[src/rtl/muldiv_pkg.sv]
// Shared opcode and state encodings for the iterative multiply/divide unit.
package muldiv_pkg;

  typedef enum logic [2:0] {
    MD_MULT  = 3'd0,
    MD_MULTU = 3'd1,
    MD_DIV   = 3'd2,
    MD_DIVU  = 3'd3,
    MD_MTHI  = 3'd4,
    MD_MTLO  = 3'd5
  } md_op_t;

  typedef enum logic [1:0] {
    IDLE = 2'd0,
    RUN  = 2'd1,
    FIX  = 2'd2
  } md_state_t;

endpackage

[src/rtl/muldiv_step.sv]
// One combinational iteration: shift-add multiply or restoring divide on {acc, sr}.
module muldiv_step #(
  parameter int WIDTH = 32
) (
  input  logic             is_div,
  input  logic [WIDTH-1:0] acc,
  input  logic [WIDTH-1:0] sr,
  input  logic [WIDTH-1:0] opnd,
  output logic [WIDTH-1:0] acc_nxt,
  output logic [WIDTH-1:0] sr_nxt
);

  logic [WIDTH:0] sum;
  logic [WIDTH:0] rem;
  logic [WIDTH:0] diff;

  always_comb begin
    sum  = {1'b0, acc} + (sr[0] ? {1'b0, opnd} : {(WIDTH+1){1'b0}});
    rem  = {acc, sr[WIDTH-1]};
    diff = rem - {1'b0, opnd};
    acc_nxt = acc;
    sr_nxt  = sr;
    if (is_div) begin
      // borrow out means the trial subtraction failed: restore and shift in a 0
      if (diff[WIDTH]) begin
        acc_nxt = rem[WIDTH-1:0];
        sr_nxt  = {sr[WIDTH-2:0], 1'b0};
      end else begin
        acc_nxt = diff[WIDTH-1:0];
        sr_nxt  = {sr[WIDTH-2:0], 1'b1};
      end
    end else begin
      acc_nxt = sum[WIDTH:1];
      sr_nxt  = {sum[0], sr[WIDTH-1:1]};
    end
  end

endmodule

[src/rtl/muldiv_unit.sv]
// Iterative MULT/MULTU/DIV/DIVU plus MTHI/MTLO with private HI/LO registers.
// state | meaning
// IDLE  | waiting for start; MTHI/MTLO write hi/lo directly
// RUN   | one multiply/divide step per cycle on magnitudes
// FIX   | apply sign correction, write hi/lo, pulse done next cycle
module muldiv_unit
  import muldiv_pkg::*;
#(
  parameter int WIDTH = 32,
  parameter int CNTW  = $clog2(WIDTH)
) (
  input  logic             clk,
  input  logic             reset,
  input  logic             start,
  input  md_op_t           op,
  input  logic [WIDTH-1:0] a,
  input  logic [WIDTH-1:0] b,
  input  logic             flush,
  input  logic             mfreq,
  output logic             busy,
  output logic             stall,
  output logic             done,
  output logic [WIDTH-1:0] hi,
  output logic [WIDTH-1:0] lo
);

  localparam logic [CNTW-1:0] LAST = CNTW'(WIDTH - 1);

  md_state_t state, state_nxt;
  logic [CNTW-1:0]    cnt;
  logic [WIDTH-1:0]   acc, sr, opnd;
  logic [WIDTH-1:0]   acc_nxt, sr_nxt;
  logic               is_div, neg_q, neg_r, div0;
  logic               is_md, is_div_op, is_sgn, take, fin;
  logic [WIDTH-1:0]   abs_a, abs_b;
  logic [2*WIDTH-1:0] prod, prod_fix;
  logic [WIDTH-1:0]   quo_fix, rem_fix;

  always_comb begin
    is_div_op = (op == MD_DIV) || (op == MD_DIVU);
    is_md     = is_div_op || (op == MD_MULT) || (op == MD_MULTU);
    is_sgn    = (op == MD_MULT) || (op == MD_DIV);
    abs_a     = (is_sgn && a[WIDTH-1]) ? -a : a;
    abs_b     = (is_sgn && b[WIDTH-1]) ? -b : b;
  end

  always_comb begin
    state_nxt = state;
    take      = 1'b0;
    fin       = 1'b0;
    case (state)
      IDLE: begin
        if (start && !flush && is_md) begin
          take      = 1'b1;
          state_nxt = RUN;
        end
      end
      RUN: begin
        if (flush)            state_nxt = IDLE;
        else if (cnt == LAST) state_nxt = FIX;
      end
      FIX: begin
        state_nxt = IDLE;
        fin       = !flush;
      end
      default: state_nxt = IDLE;
    endcase
  end

  muldiv_step #(.WIDTH(WIDTH)) u_step (
    .is_div  (is_div),
    .acc     (acc),
    .sr      (sr),
    .opnd    (opnd),
    .acc_nxt (acc_nxt),
    .sr_nxt  (sr_nxt)
  );

  // Divide by zero leaves acc holding |a|, so the dividend-sign fixup restores a into hi.
  always_comb begin
    prod     = {acc, sr};
    prod_fix = neg_q ? -prod : prod;
    quo_fix  = div0 ? {WIDTH{1'b1}} : (neg_q ? -sr : sr);
    rem_fix  = neg_r ? -acc : acc;
  end

  always_ff @(posedge clk or posedge reset) begin
    if (reset) begin
      state  <= IDLE;
      cnt    <= '0;
      acc    <= '0;
      sr     <= '0;
      opnd   <= '0;
      is_div <= 1'b0;
      neg_q  <= 1'b0;
      neg_r  <= 1'b0;
      div0   <= 1'b0;
      done   <= 1'b0;
      hi     <= '0;
      lo     <= '0;
    end else begin
      state <= state_nxt;
      done  <= fin;
      if (take) begin
        cnt    <= '0;
        acc    <= '0;
        sr     <= abs_a;
        opnd   <= abs_b;
        is_div <= is_div_op;
        neg_q  <= is_sgn && (a[WIDTH-1] ^ b[WIDTH-1]);
        neg_r  <= is_sgn && a[WIDTH-1];
        div0   <= (b == '0);
      end else if (state == RUN) begin
        cnt <= cnt + CNTW'(1);
        acc <= acc_nxt;
        sr  <= sr_nxt;
      end
      if (state == IDLE && start && !flush) begin
        if (op == MD_MTHI) hi <= a;
        if (op == MD_MTLO) lo <= a;
      end
      if (fin) begin
        if (is_div) begin
          hi <= rem_fix;
          lo <= quo_fix;
        end else begin
          {hi, lo} <= prod_fix;
        end
      end
    end
  end

  assign busy  = (state != IDLE);
  assign stall = busy & (start | mfreq);

endmodule

[config.mk]
export PLATFORM = sky130hd
export DESIGN_NAME = muldiv_unit
export DESIGN_NICKNAME = d
export VERILOG_FILES = /design/src/rtl/muldiv_pkg.sv /design/src/rtl/muldiv_step.sv /design/src/rtl/muldiv_unit.sv
export SDC_FILE = /design/constraint.sdc
export NUM_CORES = 1
export LEC_CHECK = 0
export BUFFER_PORTS_ARGS = -buffer_cell sky130_fd_sc_hd__buf_2
export CAP_MARGIN = 10
export CORE_MARGIN = 2
export CORE_UTILIZATION = 35
export DETAILED_ROUTE_END_ITERATION = 10
export GPL_ROUTABILITY_DRIVEN = 0
export HOLD_SLACK_MARGIN = 0.02
export PLACE_DENSITY = 0.55
export SLEW_MARGIN = 0
export SYNTH_ARGS = -nofsm -noshare
export SYNTH_HDL_FRONTEND = slang
export SYNTH_SLANG_ARGS = --single-unit
[constraint.sdc]
create_clock -name clk -period 6.5 [get_ports clk]
set_clock_uncertainty 0.05 [all_clocks]
set_input_delay 0.975 -clock clk [delete_from_list [all_inputs] [get_ports clk]]
set_output_delay 0.975 -clock clk [all_outputs]
set_load 0.02 [all_outputs]
==> After elaboration in Yosys (flattened, before gate mapping) <==
Index checks and enable logic that the tools add are counted.
{ "op_classes": {"addsub": 8, "n_mul": 0, "div_mod_pow": 0, "magnitude_cmp": 0, "n_eq_ne": 10, "shift": 0, "muxes": 32, "n_bitwise": 3, "reduce_logical": 23} }
{ "op_table": {"columns": ["op", "count"], "rows": [
  ["$mux 32", 21],
  ["$neg 32->32", 4],
  ["$mux 64", 1],
  ["$neg 64->64", 1],
  ["$add 32x33->33", 1],
  ["$sub 33x32->33", 1],
  ["$logic_not 32->1", 1],
  ["$mux 5", 2],
  ["$reduce_bool 2->1", 5],
  ["$logic_and 1x1->1", 7],
  ["$eq 3x2->1 const B", 2],
  ["$eq 3x3->1 const B", 2],
  ["$mux 2", 3],
  ["$reduce_and 2->1", 3],
  ["$add 5x1->5 const B", 1],
  ["$eq 5x5->1 const B", 1],
  ["$logic_or 1x1->1", 4],
  ["$mux 1", 4],
  ["$pmux 2 s2", 1],
  ["$eq 3x1->1 const B", 1],
  ["$logic_not 3->1", 1],
  ["$ne 3x3->1 const B", 1],
  ["$eq 2x1->1 const B", 1],
  ["$eq 2x2->1 const B", 1],
  ["other kinds (6)", 6]
]} }
{ "word_totals": {"regBits": 172, "latchBits": 0, "ram_bits": 0, "romBits": 0, "input_bits": 72, "out_inout_bits": 67, "word_cells": 88, "memories": 0} }

==> Logic depth before layout (Yosys ltp) <==
{ "depth": {"ltp_word": 8, "mapped_depth": 15, "mapped_depth_nobuf": 14} }

==> By module <==
A second synthesis with hierarchy kept.
{ "hier_totals": {"hier_cells": 1936, "hier_area_um2": 15223.4} }
{ "by_module_without_submodules": {"columns": ["mod", "n_inst", "cells_per_inst", "area_per_inst_um2", "seq_area_each_um2"], "rows": [
  ["muldiv_unit", 1, 1248, 10402.5, 4304.1],
  ["muldiv_step", 1, 688, 4820.9, 0.0]
]} }

==> Least setup slack after synthesis <==
Ideal clock, no wire load.
{ "synth_timing": {"path_kind": "reg2reg", "from": "reg sr[0]", "to": "reg acc[21]", "setup_ps": 118, "arrival_ps": 3061, "t_required_ps": 6332, "setup_slack_ps": 3271, "stages_incl_launch_ff": 15, "path_buffers": 1, "synth_period_minus_slack_ps": 3229, "cell_sequence": "dfrtp_1 > inv_1 > clkbuf_1 > nor2_1 > ha_1 > a211oi_1 > nor2_1 > o41a_1 > o2bb2ai_1 > or2_2 > a311oi_1 > nor3_1 > o21ai_0 > a31oi_1 > a21o_1"} }
{ "synth_between": {"elab_chain_len": 5} }
{ "synth_lines": {"columns": ["item", "line_no", "rtl"], "rows": [
  ["start: declaration", "muldiv_unit.sv:31", "logic [WIDTH-1:0] acc, sr, opnd;"],
  ["start signal: assignment", "muldiv_unit.sv:107", "sr <= abs_a;"],
  ["start signal: assignment", "muldiv_unit.sv:116", "sr <= sr_nxt;"],
  ["$mux 32", "muldiv_step.sv:18", "sum = {1'b0, acc} + (sr[0] ? {1'b0, opnd} : {(WIDTH+1){1'b0}});"],
  ["$add 32x33->33", "muldiv_step.sv:18", null],
  ["$mux 32", "muldiv_step.sv:23", "if (is_div) begin"],
  ["$mux 32", "muldiv_unit.sv:113", "end else if (state == RUN) begin"],
  ["$mux 32", "muldiv_unit.sv:104", "if (take) begin"],
  ["end signal: assignment", "muldiv_unit.sv:115", "acc <= acc_nxt;"],
  ["end: declaration", "muldiv_unit.sv:31", null]
]} }
No other way between the ends. The select of a mux whose other input is x is not followed.
A chain may end at the register's enable or synchronous reset.

==> Worst setup path in the final report <==
{ "layout_timing": {"from": "reg sr[0]", "to": "reg acc[30]"} }
Same word-level chain as after synthesis.

==> key figures <==
Worst setup path
  – RR Endpoint: acc[30]
  – Type of the worst setup path: reg -> reg
  – Setup crit start kind: register
  – CP arrival: around 4.7 ns
  – Crit. Startpoint: sr[0]
  – R2R setup slack: 2.15 ns
  – R2R Path Start: sr[0]
  – WP data required: approximately 7 ns
  – Critical path destination: acc[30]
  – Element type at the critical path end: register
  – Crit-path max FO: 31
  – Reg2Reg Depth: 13

Die
  – Site Rows: 73
  – Die Ht: 205.4 um
  – # IOs: 139
  – Initial Util: 35.58%
  – Core area: 0.03991 mm^2
  – Die area: 0.04221 mm^2
  – Die width: 205.4 um

Layout
  – Share of cells above drive strength 1: approximately an eighth
  – Area of the multi-input gates: 0.009245 mm^2
  – Most frequent cells in the layout: nand2_1 (243), dfrtp_1 (171), o21ai_0 (158)
  – Fin util: roughly two fifths
  – Register area: 0.004305 mm^2
  – Nets@finish: about 1,900
  – Most common cell after layout, fill and taps aside: nand2_1
  – Diode count: 0
  – Area growth syn-to-layout: 11.78%
  – Fill cells: 4,093

Power and ir drop
  – Leak: slightly below 7 nW
  – Power Density: about 400 mW/mm^2
  – Seq pwr share: 29.4%
  – Logic pwr share: 53.8%
  – Clock power frac: 16.8%
  – Pint: about 0.0033 W
  – P_sw: 0.002971 W
  – Max VDD drop: approximately 0.00017 V
  – Switching Share: about 47%

Detailed routing
  – Vias/cell: about 5.6
  – DRT iter0 DRCs: between 1,000 and 1,500
  – Routed Antenna Nets: 0
  – Pre-antenna DRT Iters: 5
  – Final wirelength: 44,430 um
  – WL/cell: between 15 and 20 um
  – Via count: about 13,000
  – # DRC: 0

Global route
  – Pin count of the biggest net entering global routing: 95
  – Gr usage total: 21.17%
  – Vias in the first global route: 12,370
  – First-pass GRT wire length: 70,100 um
  – GR Overflow Total: 0
  – Initial antenna violation count: 0

Hold path
  – Worst Hold Depth: 2
  – Min-delay worst type: reg -> reg

Synth
  – Synth Area per Inst: slightly above 8 um^2
  – Syn Nets: 1,872
  – #FFs+latches synth: around 170
  – Syn Inst Count: 1,728
  – Mapped cell area: 0.01420 mm^2
  – Synth unique cells: 84
  – YS warnings: 0
  – Main synth FF type: dfrtp_1
  – Asr flop ratio synth: between 90% and 100%
  – Number of synthesized flops with an enable pin: 0
  – Register area share after synthesis: 30.31%

Placed design
  – I/O Buffers: 138
  – Hpwl dp: 33,000 um

Timing
  – Rel. slew slack: about 26%
  – Setup violators final: 0
  – Unrepaired setup endpoints after global routing: no
  – Worst Max-Slew Pin Slew: 1.100 ns
  – Max Slew Vio Count: 0
  – Fmax: 0.2301 GHz
  – Final hold vios: 0
  – Period minus WS final: approximately 4.3 ns
  – Setup TNS: 0 ns
  – Tcrit/Tclk final: between 60% and 70%

Job
  – Max-cap violations: 0

Clocking
  – H-tree depth: 4
  – TritonCTS buffer count: 17
  – CTS tree: built
  – CTS max path bufs: 2
  – Post-CTS Setup Inserts: 0
  – Worst-Skew Late Latency: roughly 0.46 ns
  – Clock-pin slew on the worst setup and hold paths: roughly 0.07 ns
  – Sinks on Clock Net: roughly 170
  – Post-cts resize count: 0
  – CTS root buf: clkbuf_16
  – CTS Hold Bufs: 0

Run status
  – Status: finished clean
[cells in the mapped netlist, types with 10 or more instances]
cell	count	area, um^2
nand2_1	244	915.9
dfrtp_1	172	4304
o21ai_0	158	790.8
nor2_1	107	401.6
xor2_1	95	832.1
mux2i_1	85	850.8
clkbuf_1	83	311.6
a21oi_1	79	395.4
xnor2_1	73	639.4
ha_1	70	875.8
inv_1	64	240.2
o211ai_1	40	300.3
a21o_1	34	255.2
a32oi_1	34	297.8
o21ai_1	31	155.2
nand3_1	25	125.1
nor3_1	23	115.1
nand2b_1	22	137.6
a31oi_1	20	125.1
o31ai_1	18	135.1
or3_1	18	112.6
a22oi_1	14	105.1
nand4_1	13	81.33
buf_2	11	55.05
nor2b_1	11	68.82
o41ai_1	11	96.34
a211oi_1	10	75.07
and2_1	10	62.56
nor4_1	10	62.56
or4_1	10	75.07
[layout make-up]
| type | count | share of cell area, % |
|---|---|---|
| Timing Repair Buffer | 158 | 5.296 |
| Clock buffer | 17 | 2.680 |
| Inverter | 64 | 1.545 |
| Clock inverter | 15 | 0.9852 |
| Sequential cell | 172 | 27.12 |
| Multi-Input combinational cell | 1385 | 58.24 |
| Tap cell | 525 | 4.138 |
[power groups by stage]
stage | Sequential, W | Combinational [W] | Clock [W]
detailed placement | 0.00185 | 0.00334 | 0
global placement | 0.00184 | 0.00331 | 0
CTS | 0.00183 | 0.00335 | 0.00108
global route | 0.00189 | 0.00374 | 0.00112
floorplan | 0.00175 | 0.00256 | 0
finish | 0.00184 | 0.00338 | 0.00106
[critical path: stages (launching register included)]
cell	delay [ns]
dfrtp_1	0.47
inv_1	0.77
nor2_1	0.13
ha_1	0.45
nand2_1	0.10
o21ai_0	0.23
o211ai_1	0.23
o211ai_1	0.32
nand4_1	0.18
a311oi_1	0.60
a221o_1	0.30
o31ai_1	0.09
xor2_1	0.14
o221ai_1	0.18
[flip-flops by register name (all words and copies together) (netlist names), 2 cells and up]
signal / flops
acc: 32
hi: 32
lo: 32
opnd: 32
sr: 32
cnt: 5
state: 2
[layer usage]
metal	global-route usage [%]	routed length (um)
met1	30.11	21310
met2	34.24	20380
met3	2.392	2073
met4	5.113	669
met5	0	0
[kinds of logic (layout without fill, tap and decap cells)]
kind of cell / count (synthesis) / count (layout) / synth area share, %
fa+ha+maj: 72 / 72 / 6.449
compound gates: 516 / 516 / 23.53
xor+xnor: 168 / 168 / 10.36
buf+inv: 171 / 254 / 4.907
simple gates: 538 / 538 / 17.98
mux: 91 / 91 / 6.466
flops: 172 / 172 / 30.31
[stage by stage]
step / cells / instance area, um^2 / power, W / worst slack, ns / hold WS, ns
floorplan: 1728 / 14200 / 0.004310 / 0.8149 / 0.3998
global placement: 2304 / 15290 / 0.005158 / 2.405 / 0.4121
detailed placement: 2304 / 15290 / 0.005196 / 2.227 / 0.4204
CTS: 2336 / 15880 / 0.006267 / 2.202 / 0.4363
global route: 2336 / 15880 / 0.006760 / 1.907 / 0.4573
finish: 2336 / 15880 / 0.006279 / 2.154 / 0.4267
[how the worst min path moves through the flow]
stage,from,end,slack [ns]
finish,opnd[11],opnd[11],0.43
global route,opnd[11],opnd[11],0.46
CTS,opnd[11],opnd[11],0.44
detailed placement,opnd[11],opnd[11],0.42
global placement,opnd[10],opnd[10],0.41
floorplan,opnd[10],opnd[10],0.40
(Power assumes the default switching activity.)
